### src/rtl/if_id_buffer_pkg.sv
// Shared widths, reset values, state encoding and entry type for the IF/ID instruction buffer.
package if_id_buffer_pkg;

  localparam int N = 31;
  localparam int W = N + 1;
  localparam logic [N:0] NOP = 32'h0000_0000;
  localparam logic [N:0] PC_RESET = 32'h0000_0000;

  typedef enum logic [1:0] {
    EMPTY = 2'd0,
    ONE   = 2'd1,
    TWO   = 2'd2
  } state_e;

  typedef struct packed {
    logic [N:0] pc;
    logic [N:0] instr;
  } entry_t;

  // Sequential PC of the next word; the carry out of bit N is dropped.
  function automatic logic [N:0] pc_plus4(input logic [N:0] pc);
    return pc + 32'd4;
  endfunction

endpackage

### src/rtl/if_id_slot.sv
// One storage slot of the buffer: a {pc, instr} register with load enable and no valid bit.
module if_id_slot
  import if_id_buffer_pkg::*;
(
  input  logic   clk,
  input  logic   rst,
  input  logic   load,
  input  entry_t d,
  output entry_t q
);

  entry_t slot_r;

  // Slot storage: cleared to PC 0 / NOP on reset, written only when load is high.
  always_ff @(posedge clk or negedge rst) begin
    if (!rst) begin
      slot_r <= {PC_RESET, NOP};
    end else if (load) begin
      slot_r <= d;
    end else begin
      slot_r <= slot_r;
    end
  end

  assign q = slot_r;

endmodule

### src/rtl/if_id_buffer.sv
// Two-entry IF/ID instruction buffer: valid/ready handshake to decode, back-pressure to fetch,
// and a flush that discards everything in flight on a taken branch.
module if_id_buffer
  import if_id_buffer_pkg::*;
(
  input  logic       clk,
  input  logic       rst,
  input  logic       if_valid,
  input  logic [N:0] if_pc,
  input  logic [N:0] if_instr,
  output logic       if_ready,
  input  logic       flush,
  output logic       id_valid,
  output logic [N:0] id_pc,
  output logic [N:0] id_pc4,
  output logic [N:0] id_instr,
  input  logic       id_ready
);

  state_e state_r;
  state_e state_next_s;
  entry_t in_entry_s;
  entry_t head_d_s;
  entry_t head_q_s;
  entry_t tail_q_s;
  logic   head_load_s;
  logic   tail_load_s;
  logic   push_s;
  logic   pop_s;

  assign in_entry_s = {if_pc, if_instr};

  // Both handshake outputs decode registered state only, so id_ready never reaches if_ready.
  assign if_ready = (state_r != TWO);
  assign id_valid = (state_r != EMPTY);
  assign push_s   = if_valid & if_ready;
  assign pop_s    = id_valid & id_ready;

  // Occupancy register; reset drops every entry without waiting for a clock edge.
  always_ff @(posedge clk or negedge rst) begin
    if (!rst) begin
      state_r <= EMPTY;
    end else begin
      state_r <= state_next_s;
    end
  end

  // Next occupancy and slot load selection; flush wins over any push or pop.
  always_comb begin
    state_next_s = state_r;
    head_load_s  = 1'b0;
    tail_load_s  = 1'b0;
    head_d_s     = in_entry_s;
    if (flush) begin
      state_next_s = EMPTY;
    end else begin
      case (state_r)
        EMPTY: begin
          if (push_s) begin
            state_next_s = ONE;
            head_load_s  = 1'b1;
          end else begin
            state_next_s = EMPTY;
          end
        end
        ONE: begin
          if (push_s && pop_s) begin
            state_next_s = ONE;
            head_load_s  = 1'b1;
          end else if (push_s) begin
            state_next_s = TWO;
            tail_load_s  = 1'b1;
          end else if (pop_s) begin
            state_next_s = EMPTY;
          end else begin
            state_next_s = ONE;
          end
        end
        TWO: begin
          // Fetch is stalled here, so the only movement is tail advancing into head.
          if (pop_s) begin
            state_next_s = ONE;
            head_load_s  = 1'b1;
            head_d_s     = tail_q_s;
          end else begin
            state_next_s = TWO;
          end
        end
        default: begin
          state_next_s = EMPTY;
        end
      endcase
    end
  end

  if_id_slot u_head (
    .clk  (clk),
    .rst  (rst),
    .load (head_load_s),
    .d    (head_d_s),
    .q    (head_q_s)
  );

  if_id_slot u_tail (
    .clk  (clk),
    .rst  (rst),
    .load (tail_load_s),
    .d    (in_entry_s),
    .q    (tail_q_s)
  );

  assign id_pc    = head_q_s.pc;
  assign id_pc4   = pc_plus4(head_q_s.pc);
  assign id_instr = id_valid ? head_q_s.instr : NOP;

endmodule
### config.mk
export PLATFORM = sky130hd
export DESIGN_NAME = if_id_buffer
export DESIGN_NICKNAME = d
export VERILOG_FILES = /design/src/rtl/if_id_buffer_pkg.sv /design/src/rtl/if_id_slot.sv /design/src/rtl/if_id_buffer.sv
export SDC_FILE = /design/constraint.sdc
export NUM_CORES = 1
export LEC_CHECK = 0
export CAP_MARGIN = 5
export CORE_MARGIN = 2
export CORE_UTILIZATION = 45
export DETAILED_ROUTE_END_ITERATION = 7
export GPL_TIMING_DRIVEN = 0
export PLACE_DENSITY = 0.79
export SETUP_SLACK_MARGIN = 0.15
export SLEW_MARGIN = 5
export SYNTH_ARGS = -nofsm -noshare
export SYNTH_HDL_FRONTEND = slang
export SYNTH_SLANG_ARGS = --single-unit
### constraint.sdc
create_clock -name clk -period 3.25 [get_ports clk]
set_clock_uncertainty 0.2 [all_clocks]
set_input_delay 0.65 -clock clk [delete_from_list [all_inputs] [get_ports clk]]
set_output_delay 0.65 -clock clk [all_outputs]
set_load 0.01 [all_outputs]
==> flow_metrics.py, run 1 <==
metrics = {
    "floorplanning": {
        "rows": 45,
        "die_w_um": 129,
        "die_h_um": 129,
        "core_area_sq_um": 15200,
        "die-area_sq_um": 16500,
        "ios": 167,
        "initial_utilization": 0.460,
    },
    "status": {
        "outcome": "finished clean",
    },
    "detailed_routing": {
        "drt_iter0_markers": 132,
        "postRouteAntennaNets": 0,
        "avgRoutedWirePerCell_um": 17.1,
        "routed_wl_um": 15800,
        "num_vias": 4650,
        "vias_per_cell": 5.03,
        "dr.pass1.iters": 4,
        "drc": 0,
    },
    "critical_path": {
        "slowest_delay_ps": 540,
        "crit_type": "reg -> out",
        "crit_path_start": "state_r[1]$_DFF_PN0_",
        "start_kind": "flip-flop",
        "critPathArrivalTime_ps": 2150,
        "endpoint_kind": "output pin",
        "cp_max_fo": 10,
        "reg2reg_from": "state_r[1]$_DFF_PN0_",
        "path_cells": "or2_4, clkbuf_1, and2_1, clkdlybuf4s50_1",
        "cp.required_ps": 2400,
        "slowest_stage": "clkdlybuf4s50_1",
    },
    "pwr": {
        "p_per_area_nw_per_um2": 643,
        "leakage_nw": 4.26,
        "power_w": 0.00628,
        "max-vdd-ir-drop_uv": 417,
    },
    "clock_network": {
        "cts_root_buf": "clkbuf_16",
        "clk_pin_slew_ps": 60,
        "cts_max_level": 4,
        "clock-sinks": 130,
        "cts_tree": "built",
        "cts_inserted_buffers": 17,
        "clk_latency_ps": 410,
        "cts_buffer_depth": 2,
    },
    "final_layout": {
        "drive_gt1_frac": 0.459,
        "syn2layout_area_growth_pct": 39.8,
        "fin_util": 0.643,
        "layout_commonest_cell": "clkdlybuf4s50_1",
        "layout.nets": 795,
        "num_antenna_cells": 0,
        "mostFrequentLayoutCells": "clkdlybuf4s50_1, mux2_2, dfrtp_1",
    },
    "logic_synthesis": {
        "synth_top_family_by_area": "multiplexers",
        "synth_simple_gate_area_frac": 0.0801,
        "synth.area.mux_share": 0.342,
        "ys_ff_latch": 130,
        "synth_compound_area_frac": 0.00179,
        "synth_edf_count": 0,
        "syn_area_sq_um": 6990,
        "synthCells": 510,
        "synthDistinctLibCells": 32,
        "synth-seq-area-share": 0.466,
        "synth_flop_cell": "dfrtp_1",
        "syn_nets": 582,
        "synthXorXnorAreaFrac": 0.0351,
        "ys_async_sr_fraction": 1.00,
        "syn_avg_cell_area_sq_um": 13.7,
        "ys_warn_count": 0,
        "synth-adder-area-share": 0.00537,
    },
    "grt": {
        "grt-ovfl-total": 0,
        "grt_max_degree": 73,
        "antenna_found_initial": 0,
        "track_usage": 0.197,
        "grt_pass1_vias": 5077,
        "grt_pass1_wl_um": 25200,
    },
    "sta": {
        "timing.fmax_ghz": 0.333,
        "finalCritPeriodShare": 0.923,
        "relSlewSlack": 0.545,
        "setup_viol": 0,
        "finalHoldViolCount": 0,
        "timing.hold.ws_ps": 60.6,
        "maxSlewViolCount": 0,
        "fin_crit_ps": 3000,
        "worstMarginPinSlew_ps": 683,
        "rsz0062_at_grt": "yes",
    },
    "job": {
        "maxCapViolations": 0,
    },
    "placement": {
        "hpwl_um": 11200,
        "gp_congestion": 0.770,
        "portBuffers": 166,
    },
    "worst_hold_path": {
        "hold_class": "in -> async",
    },
}
[where the power goes]
part	leakage [nW]	internal (W)	total, W	switching (W)
Clock	0.273	0.00114	0.00185	0.000706
Sequential	1.54	0.00213	0.00248	0.000343
Combinational	2.44	0.00127	0.00196	0.000690
Total	4.26	0.00455	0.00628	0.00174
[timing repair]
item,CTS,global route
hold buffers,0,0
cloned,0,0
buffers inserted,16,12
setup endpoints to repair,110,93
resized for setup,41,32
pin swaps,7,10
[per-layer routing]
| metal | up-vias | GRT usage | routed length (um) |
|---|---|---|---|
| li1 | 2175 | - | - |
| met1 | 2343 | 0.215 | 6210 |
| met2 | 115 | 0.364 | 8450 |
| met3 | 17 | 0.0557 | 903 |
| met4 | 0 | 0.0697 | 215 |
| met5 | - | 0 | 0 |
[logic make-up (layout without fill, tap and decap cells)]
kind of cell             Yosys count  in the layout
flip-flops                       130            130
AND/OR/NAND/NOR                   89             89
buffers and inverters             64            290
XOR/XNOR                          28             28
adder cells (fa/ha/maj)            3              3
multiplexers                     194            194
AO/OA/AOI/OAI                      2              2
[per-stage QoR]
step	worst slack, ps	instance area [sq um]	TNS (ps)	std cells
after floorplan	553	6990	0	510
after global placement	-3670	8880	-475560	864
after detailed placement	-59.0	8910	-78.1	865
after CTS	10.1	9650	0	912
after global routing	127	9770	0	924
final	250	9770	0	924
[worst max-delay path: cells and delay by family (launching register included)]
| kind | cells | cell delay [ps] |
|---|---|---|
| DFF | 1 | 470 |
| buffers and inverters | 2 | 850 |
| and+or+nand+nor | 2 | 420 |
[final cells by class]
cell class | instances | area [sq um]
inverter | 4 | 15.0
tap | 188 | 235
timing repair buffer | 195 | 1870
fill | 1170 | 5430
multi-input combinational | 316 | 3320
sequential | 130 | 3260
clock buffer | 18 | 439
buffer | 59 | 487
clock inverter | 14 | 140
[final timing paths]
path	to	slack, ps	cells past startpoint
worst max-delay path	id_instr[7]	250	4
min in group clk	u_head.q[26]$_DFFE_PN0P_	300	1
worst min register to register	u_head.q[26]$_DFFE_PN0P_	300	1
worst min-delay path	u_tail.q[7]$_DFFE_PN0P_	60	1
worst max register to register	u_head.q[30]$_DFFE_PN0P_	340	11
max in group asynchronous	u_head.q[38]$_DFFE_PN0P_	2030	2
[state kept, by name, indices dropped and copies added, names as in the netlist]
signal and cells:
u_tail.q 64, state_r 2, u_head.q 64
[synth_stat cells (7+ instances only)]
| cell | number | area share |
|---|---|---|
| dfrtp_1 | 130 | 0.47 |
| mux2_2 | 129 | 0.21 |
| mux2_4 | 57 | 0.12 |
| and2_1 | 34 | 0.030 |
| buf_4 | 34 | 0.037 |
| xnor2_1 | 21 | 0.026 |
| buf_2 | 14 | 0.010 |
| nand3_1 | 13 | 0.0093 |
| mux2i_1 | 8 | 0.011 |
| nand2_1 | 8 | 0.0043 |
| nand4_1 | 8 | 0.0072 |
| xor2_1 | 7 | 0.0088 |
No activity file was read; power rests on OpenSTA's default activity.
==> inputs of run 2 (changes only) <==
--- a/config.mk
+++ b/config.mk
@@ -5,14 +5,12 @@
 export SDC_FILE = /design/constraint.sdc
 export NUM_CORES = 1
 export LEC_CHECK = 0
-export CAP_MARGIN = 5
 export CORE_MARGIN = 2
 export CORE_UTILIZATION = 45
 export DETAILED_ROUTE_END_ITERATION = 7
 export GPL_TIMING_DRIVEN = 0
 export PLACE_DENSITY = 0.79
 export SETUP_SLACK_MARGIN = 0.15
-export SLEW_MARGIN = 5
 export SYNTH_ARGS = -nofsm -noshare
 export SYNTH_HDL_FRONTEND = slang
 export SYNTH_SLANG_ARGS = --single-unit
==> results of run 2 <==
No change in the layout: final DEF, timing and power equal those of run 1.
